`src/rtl/alu_pipe_if.sv`:
```
// Handshake bus between the issuing core (master) and alu_pipe (slave).
// Carries the operand request and the registered result/status response.
interface alu_pipe_if #(
    parameter int WIDTH = 8
);
    logic             in_valid;
    logic             in_ready;
    logic [WIDTH-1:0] A;
    logic [WIDTH-1:0] B;
    logic [3:0]       fsl;
    logic             out_valid;
    logic             out_ready;
    logic [WIDTH-1:0] result;
    logic [WIDTH-1:0] mul_high;
    logic [3:0]       SREG;

    modport master (
        output in_valid, A, B, fsl, out_ready,
        input  in_ready, out_valid, result, mul_high, SREG
    );

    modport slave (
        input  in_valid, A, B, fsl, out_ready,
        output in_ready, out_valid, result, mul_high, SREG
    );
endinterface

```
`src/rtl/alu_pipe.sv`:
```
// Parametrised 16-op ALU with valid/ready handshakes, registered {V,S,C,Z} status
// and an iterative shift-add multiplier that stalls the input side while busy.
module alu_pipe #(
    parameter int WIDTH = 8,
    parameter int SHW   = 3
) (
    input  logic       clk,
    input  logic       rst,
    alu_pipe_if.slave  bus
);
    localparam int MSB = WIDTH - 1;

    typedef enum logic [3:0] {
        OP_ADD, OP_SUB, OP_ADDC, OP_SUBC, OP_XOR, OP_AND, OP_OR, OP_NAND,
        OP_LSL, OP_LSR, OP_ASL, OP_ASR, OP_ROL, OP_ROR, OP_MUL, OP_CMP
    } op_e;

    typedef enum logic {S_IDLE, S_MUL} state_e;

    state_e           state_q, state_d;
    op_e              op;
    logic [WIDTH-1:0] a, b;
    logic [SHW-1:0]   n;
    logic             in_ready, accept, mul_busy, mul_last;

    logic             out_valid_q;
    logic [WIDTH-1:0] result_q, mul_high_q;
    logic [3:0]       sreg_q;

    logic [WIDTH-1:0] mcand_q, acc_hi_q, acc_lo_q;
    logic [SHW-1:0]   cnt_q;
    logic [WIDTH:0]   mul_sum;
    logic [WIDTH-1:0] mul_hi_d, mul_lo_d;

    assign op = op_e'(bus.fsl);
    assign a  = bus.A;
    assign b  = bus.B;
    assign n  = bus.B[SHW-1:0];

    // ---------------------------------------------------------------- ALU core
    logic             cin;
    logic [WIDTH:0]   sum, diff, shl, shr, sar;
    logic [2*WIDTH-1:0] rot_l, rot_r;
    logic [WIDTH-1:0] alu_res;
    logic             alu_v, alu_s, alu_c, alu_z;

    // Carry-in comes from the flag register as it stands when the op is accepted.
    assign cin   = ((op == OP_ADDC) || (op == OP_SUBC)) && sreg_q[1];
    assign sum   = {1'b0, a} + {1'b0, b} + {{WIDTH{1'b0}}, cin};
    assign diff  = {1'b0, a} - {1'b0, b} - {{WIDTH{1'b0}}, cin};
    assign shl   = {1'b0, a} << n;
    assign shr   = {a, 1'b0} >> n;
    assign sar   = $signed({a, 1'b0}) >>> n;
    assign rot_l = {a, a} << n;
    assign rot_r = {a, a} >> n;

    // NOTE: combinational blocks use blocking '=' and assign every output a
    // default first, so no path leaves a value unassigned and no latch is inferred.
    always_comb begin
        alu_res = '0;
        alu_v   = 1'b0;
        alu_c   = 1'b0;
        unique case (op)
            OP_ADD, OP_ADDC: begin
                alu_res = sum[MSB:0];
                alu_c   = sum[WIDTH];
                alu_v   = (a[MSB] == b[MSB]) && (alu_res[MSB] != a[MSB]);
            end
            OP_SUB, OP_SUBC: begin
                alu_res = diff[MSB:0];
                alu_c   = diff[WIDTH];
                alu_v   = (a[MSB] != b[MSB]) && (alu_res[MSB] != a[MSB]);
            end
            OP_XOR:  alu_res = a ^ b;
            OP_AND:  alu_res = a & b;
            OP_OR:   alu_res = a | b;
            OP_NAND: alu_res = ~(a & b);
            OP_LSL, OP_ASL: begin
                alu_res = shl[MSB:0];
                alu_c   = shl[WIDTH];
            end
            OP_LSR: begin
                alu_res = shr[WIDTH:1];
                alu_c   = shr[0];
            end
            OP_ASR: begin
                alu_res = sar[WIDTH:1];
                alu_c   = sar[0];
            end
            OP_ROL: begin
                alu_res = rot_l[2*WIDTH-1:WIDTH];
                alu_c   = (n != '0) && alu_res[0];
            end
            OP_ROR: begin
                alu_res = rot_r[MSB:0];
                alu_c   = (n != '0) && alu_res[MSB];
            end
            default: alu_res = '0;
        endcase

        alu_z = (alu_res == '0);
        alu_s = alu_res[MSB];
        if (op == OP_CMP) begin
            alu_z = (a == b);
            alu_c = (a < b);
            alu_s = ($signed(a) < $signed(b));
        end
    end

    // ------------------------------------------------------------- control FSM
    // NOTE: sequential state uses non-blocking '<=' so every register samples
    // the pre-edge values regardless of process ordering.
    always_ff @(posedge clk) begin
        if (rst) state_q <= S_IDLE;
        else     state_q <= state_d;
    end

    always_comb begin
        state_d = state_q;
        unique case (state_q)
            S_IDLE: if (accept && (op == OP_MUL)) state_d = S_MUL;
            S_MUL:  if (mul_last)                 state_d = S_IDLE;
            default: state_d = S_IDLE;
        endcase
    end

    always_comb begin
        in_ready = (state_q == S_IDLE) && (!out_valid_q || bus.out_ready);
        mul_busy = (state_q == S_MUL);
    end

    assign accept   = bus.in_valid && in_ready;
    assign mul_last = mul_busy && (cnt_q == SHW'(WIDTH - 1));

    // -------------------------------------------------------------- multiplier
    // acc_hi:acc_lo is the running product; acc_lo starts as the multiplier and
    // is shifted out one bit per cycle as product bits shift in from the top.
    assign mul_sum  = {1'b0, acc_hi_q} + (acc_lo_q[0] ? {1'b0, mcand_q} : '0);
    assign mul_hi_d = mul_sum[WIDTH:1];
    assign mul_lo_d = {mul_sum[0], acc_lo_q[MSB:1]};

    // NOTE: the multiplier working registers carry no reset; they are reloaded
    // on every MUL accept and are only observed while the FSM is in S_MUL.
    always_ff @(posedge clk) begin
        if (accept && (op == OP_MUL)) begin
            mcand_q  <= a;
            acc_hi_q <= '0;
            acc_lo_q <= b;
            cnt_q    <= '0;
        end else if (mul_busy) begin
            acc_hi_q <= mul_hi_d;
            acc_lo_q <= mul_lo_d;
            cnt_q    <= cnt_q + SHW'(1);
        end
    end

    // ------------------------------------------------------------ output stage
    always_ff @(posedge clk) begin
        if (rst) begin
            out_valid_q <= 1'b0;
            result_q    <= '0;
            mul_high_q  <= '0;
            sreg_q      <= '0;
        end else if (accept && (op != OP_MUL)) begin
            out_valid_q <= 1'b1;
            result_q    <= alu_res;
            mul_high_q  <= '0;
            sreg_q      <= {alu_v, alu_s, alu_c, alu_z};
        end else if (mul_last) begin
            out_valid_q <= 1'b1;
            result_q    <= mul_lo_d;
            mul_high_q  <= mul_hi_d;
            sreg_q      <= {1'b0, mul_hi_d[MSB], 1'b0, ({mul_hi_d, mul_lo_d} == '0)};
        end else if (out_valid_q && bus.out_ready) begin
            out_valid_q <= 1'b0;
        end
    end

    assign bus.in_ready  = in_ready;
    assign bus.out_valid = out_valid_q;
    assign bus.result    = result_q;
    assign bus.mul_high  = mul_high_q;
    assign bus.SREG      = sreg_q;
endmodule

```
`src/flat_wrapper.sv`:
```
// flat-port wrapper written by rule: the top's interface ports become plain ports
module alu_pipe_flat 
#(
    parameter int WIDTH = 8,
    parameter int SHW   = 3
)
  (clk, rst, bus_in_valid, bus_A, bus_B, bus_fsl, bus_out_ready, bus_in_ready, bus_out_valid, bus_result, bus_mul_high, bus_SREG);
  alu_pipe_if #(.WIDTH(WIDTH)) bus_i ();
  input  logic clk;
  input  logic rst;
  input wire logic [$bits(bus_i.in_valid)-1:0] bus_in_valid;
  input wire logic [$bits(bus_i.A)-1:0] bus_A;
  input wire logic [$bits(bus_i.B)-1:0] bus_B;
  input wire logic [$bits(bus_i.fsl)-1:0] bus_fsl;
  input wire logic [$bits(bus_i.out_ready)-1:0] bus_out_ready;
  output wire logic [$bits(bus_i.in_ready)-1:0] bus_in_ready;
  output wire logic [$bits(bus_i.out_valid)-1:0] bus_out_valid;
  output wire logic [$bits(bus_i.result)-1:0] bus_result;
  output wire logic [$bits(bus_i.mul_high)-1:0] bus_mul_high;
  output wire logic [$bits(bus_i.SREG)-1:0] bus_SREG;
  assign bus_i.in_valid = bus_in_valid;
  assign bus_i.A = bus_A;
  assign bus_i.B = bus_B;
  assign bus_i.fsl = bus_fsl;
  assign bus_i.out_ready = bus_out_ready;
  assign bus_in_ready = bus_i.in_ready;
  assign bus_out_valid = bus_i.out_valid;
  assign bus_result = bus_i.result;
  assign bus_mul_high = bus_i.mul_high;
  assign bus_SREG = bus_i.SREG;
  alu_pipe #(.WIDTH(WIDTH), .SHW(SHW)) u_core (.clk(clk), .rst(rst), .bus(bus_i));
endmodule
```
`config.mk`:
```
export PLATFORM = sky130hd
export DESIGN_NAME = alu_pipe_flat
export DESIGN_NICKNAME = d
export VERILOG_FILES = /design/src/rtl/alu_pipe_if.sv /design/src/rtl/alu_pipe.sv /design/src/flat_wrapper.sv
export SDC_FILE = /design/constraint.sdc
export NUM_CORES = 1
export LEC_CHECK = 0
export BUFFER_PORTS_ARGS = -buffer_cell sky130_fd_sc_hd__buf_4
export CORE_ASPECT_RATIO = 1.5
export CORE_UTILIZATION = 28
export CTS_CLUSTER_SIZE = 12
export DETAILED_ROUTE_END_ITERATION = 10
export PLACE_DENSITY = 0.52
export SLEW_MARGIN = 0
export SYNTH_ARGS = -nofsm -noshare
export SYNTH_HDL_FRONTEND = slang
export SYNTH_SLANG_ARGS = --single-unit
```
`constraint.sdc`:
```
create_clock -name clk -period 3.2 [get_ports clk]
set_clock_uncertainty 0.1 [all_clocks]
set_input_delay 0.32 -clock clk [delete_from_list [all_inputs] [get_ports clk]]
set_output_delay 0.32 -clock clk [all_outputs]
set_load 0.1 [all_outputs]
```
==> run_results.csv <==
group,metric,value,unit
grt,grt_max_degree,35,
setup_path,critical_path_class,"reg -> reg",
route,ant_nets,0,
cells_and_area,count_of_fill_cells_added_during_filler_insertion,1837,
logic_synthesis,synthTopCellsByArea,"sky130_fd_sc_hd__dfxtp_1, sky130_fd_sc_hd__ha_1, sky130_fd_sc_hd__edfxtp_1",
logic_synthesis,post-synth-top-count-cell,"sky130_fd_sc_hd__nand2_1",
grt,globalRoute.totalOverflow,0,
grt,grt_util_all_layers,0.1884,
cells_and_area,final_nets,771,
logic_synthesis,synth.largest_area_cell,"sky130_fd_sc_hd__dfxtp_1",
floorplanning,die_w,110.8,um
power_and_ir_drop,vdd_drop_max,0.3921,mV
timing,period_share,0.9588,
logic_synthesis,synth_seq_area_share,0.2294,
timing,timing.max_slew.rel_slack,0.4461,
cells_and_area,post-route-cell-area,6118,um2
cells_and_area,layout_cell_share_with_drive_strength_beyond_1,0.2176,
timing,fin_ws,131.7,ps
floorplanning,die_h,165.2,um
logic_synthesis,ys_seq_elements,49,
timing,maxClockFrequency,0.3259,GHz
logic_synthesis,post-synth-top-area-fraction,0.1328,
logic_synthesis,synth_fp_nets,695,
run,maxCapViolations,0,
logic_synthesis,synth.lib_cells_used.distinct,68,
clock_tree,clock-root-buffer,"sky130_fd_sc_hd__clkbuf_16",
route,wire_per_inst,18.82,um
floorplanning,total_die_area,18310,um2
clock_tree,number_of_buffers_between_clock_root_and_the_deepest_sink,2,
setup_path,worst-endpoint-arrival,3200,ps
route,routed-via-count,4981,
logic_synthesis,ys_async_sr_fraction,0,
cells_and_area,flow.area_growth_from_synthesis,23.02,%
cells_and_area,antenna_diodes,0,
placement,post-dp-hpwl,13680,um
logic_synthesis,netlist_area,4974,um2
placement,dpl_worst_slack,-100.3,ps
power_and_ir_drop,leakage,0.002604,uW
power_and_ir_drop,areal_power_density_over_the_cells,387.1,nW/um2
clock_tree,tritoncts_num_sinks,49,
setup_path,critPathMaxFanout,3,
logic_synthesis,syn_inst,617,
logic_synthesis,synth.top_cells.by_count,"sky130_fd_sc_hd__nand2_1, sky130_fd_sc_hd__nor2_1, sky130_fd_sc_hd__ha_1, sky130_fd_sc_hd__a21oi_1, sky130_fd_sc_hd__inv_1",
setup_path,worstSetupEndpointType,"flop",
placement,placement.cell_area,5868,um2
timing,final_max_tran_viols,0,
clock_tree,cts-buffers-inserted,5,
clock_tree,cts_hold_buf,0,
route,detail_route.iter0.violations,314,
clock_tree,tritoncts,"done",
route,drc_errors,0,
logic_synthesis,synth.avg_cell_area,8.061,um2
logic_synthesis,synth_top_flop_cell,"sky130_fd_sc_hd__dfxtp_1",
floorplanning,num_io_pins,46,
route,detail_route.wirelength,17070,um
timing,final_critical_period,3068,ps
run_status,run_status,"finished, final reports clean",
clock_tree,clock_tree.htree_level_count,2,
timing,final_number_of_setup_violating_endpoints,0,
logic_synthesis,synth.yosys.warnings,0,
timing,worst_slew_pin_slew,829.1,ps
clock_tree,worstSkewPairLatency,290,ps
setup_path,crit_path_start_kind,"flop",
cells_and_area,layoutNonFillerInstCount,907,
clock_tree,clk_pin_slew,60,ps
min_path,hold_path.class,"in -> reg",
floorplanning,floorplan.core_area,17350,um2
route,dr.pass1.iters,5,
grt,number_of_antenna_violations_at_the_first_check_in_global_routing,0,
grt,grt_pass1_wl,27130,um
floorplanning,initial_core_util,0.2867,
route,via_per_inst,5.492,
grt,grt_pass1_vias,4985,
timing,hold_violations_final,0,
placement,placed_cells,898,
placement,port-buffer-count,45,
setup_path,cp.required,3330,ps
logic_synthesis,synth_edf_count,16,
floorplanning,std_cell_rows,59,
placement,gpl.final_weighted_congestion,0.9437,
[cell type report]
cell class / instances / area [um2] / share of cell area
Multi-Input combinational cell: 494 / 3610 / 0.5900
Sequential cell: 49 / 1145 / 0.1871
Timing Repair Buffer: 106 / 795.8 / 0.1301
Tap cell: 213 / 266.5 / 0.04356
Inverter: 37 / 138.9 / 0.02270
Clock buffer: 6 / 128.9 / 0.02106
Clock inverter: 2 / 33.78 / 0.005521
[per-stage QoR]
stage | TNS [ps] | hold slack, ps | utilization | total power, uW
global route | -5.541 | 227.2 | 0.3527 | 2504
floorplan | 0 | 282.4 | - | 1426
global placement | -124.0 | 342.5 | 0.3383 | 1748
CTS | 0 | 217.1 | 0.3476 | 2355
detailed placement | -176.9 | 356.0 | 0.3383 | 1765
finish | 0 | 219.2 | 0.3527 | 2369
[cell families after synthesis]
kind of cell,Yosys count,synth area share
simple gates,208,0.1980
mux,46,0.1147
fa+ha+maj,54,0.1434
xor+xnor,17,0.02994
compound gates,169,0.2226
flops,49,0.2294
buf+inv,74,0.06189
[what timing repair did]
| action | in CTS | in global routing |
|---|---|---|
| endpoints found under the setup margin | 0 | 2 |
| resized for setup | 0 | 15 |
| setup buffers | 0 | 1 |
[final timing paths]
kind                                         start                 end  slack [ps]  depth (start not counted)
worst max-delay path            u_core.bus.SREG[1]  u_core.bus.SREG[0]         130                         11
worst min-delay path                           rst  u_core.bus.SREG[1]         220                          2
worst max register to register  u_core.bus.SREG[1]  u_core.bus.SREG[0]         130                         11
worst min register to register     u_core.cnt_q[1]     u_core.cnt_q[1]         360                          2
[cells in the final DEF, fill, tap and decap left out, drive strengths merged, types with 5 or more instances in the layout]
| master | n |
|---|---|
| nor2 | 53 |
| a311oi | 5 |
| nor3b | 5 |
| o31ai | 6 |
| nor3 | 14 |
| o22ai | 6 |
| o21ai | 34 |
| xnor2 | 8 |
| inv | 36 |
| nand2b | 9 |
| o211ai | 10 |
| nand3 | 14 |
| a22oi | 9 |
| a31oi | 9 |
| nand2 | 73 |
| ha | 49 |
| and2 | 9 |
| fa | 5 |
| buf | 106 |
| edfxtp | 16 |
| dfxtp | 33 |
| clkbuf | 6 |
| mux2i | 28 |
| xor2 | 9 |
| mux2 | 14 |
| o21a | 7 |
| nor2b | 7 |
| a21oi | 41 |
| a211oi | 11 |
| or3 | 6 |
[power by group]
part           internal, uW  switching, uW
clock network           366            218
registers               707           44.7
logic                   416            616
total                  1490            879
[sequential cells by signal, indices dropped and copies added, names as in the netlist]
signal	flops
u_core.bus.SREG	4
u_core.bus.out_valid	1
u_core.mul_busy	1
u_core.bus.result	8
u_core.acc_lo_q	8
u_core.mcand_q	8
u_core.acc_hi_q	8
u_core.cnt_q	3
u_core.bus.mul_high	8
[critical path: stages (launching register included)]
cell and delay, ps:
sky130_fd_sc_hd__dfxtp_4 380, sky130_fd_sc_hd__nand3_2 90, sky130_fd_sc_hd__fa_2 380, sky130_fd_sc_hd__fa_1 430, sky130_fd_sc_hd__o21ai_2 180, sky130_fd_sc_hd__nand2b_1 80
sky130_fd_sc_hd__xor2_1 140, sky130_fd_sc_hd__a22oi_1 170, sky130_fd_sc_hd__nand4_1 150, sky130_fd_sc_hd__or3_1 370, sky130_fd_sc_hd__or4_4 420, sky130_fd_sc_hd__a21oi_2 120
[metal layers]
metal | GRT usage | share of wire | up-vias
met5 | 0 | 0 | -
met4 | 0.1091 | 0.056 | 0
met3 | 0.01533 | 0.034 | 47
met2 | 0.3523 | 0.52 | 163
met1 | 0.2091 | 0.39 | 2384
li1 | - | - | 2387
(Power assumes the default switching activity.)
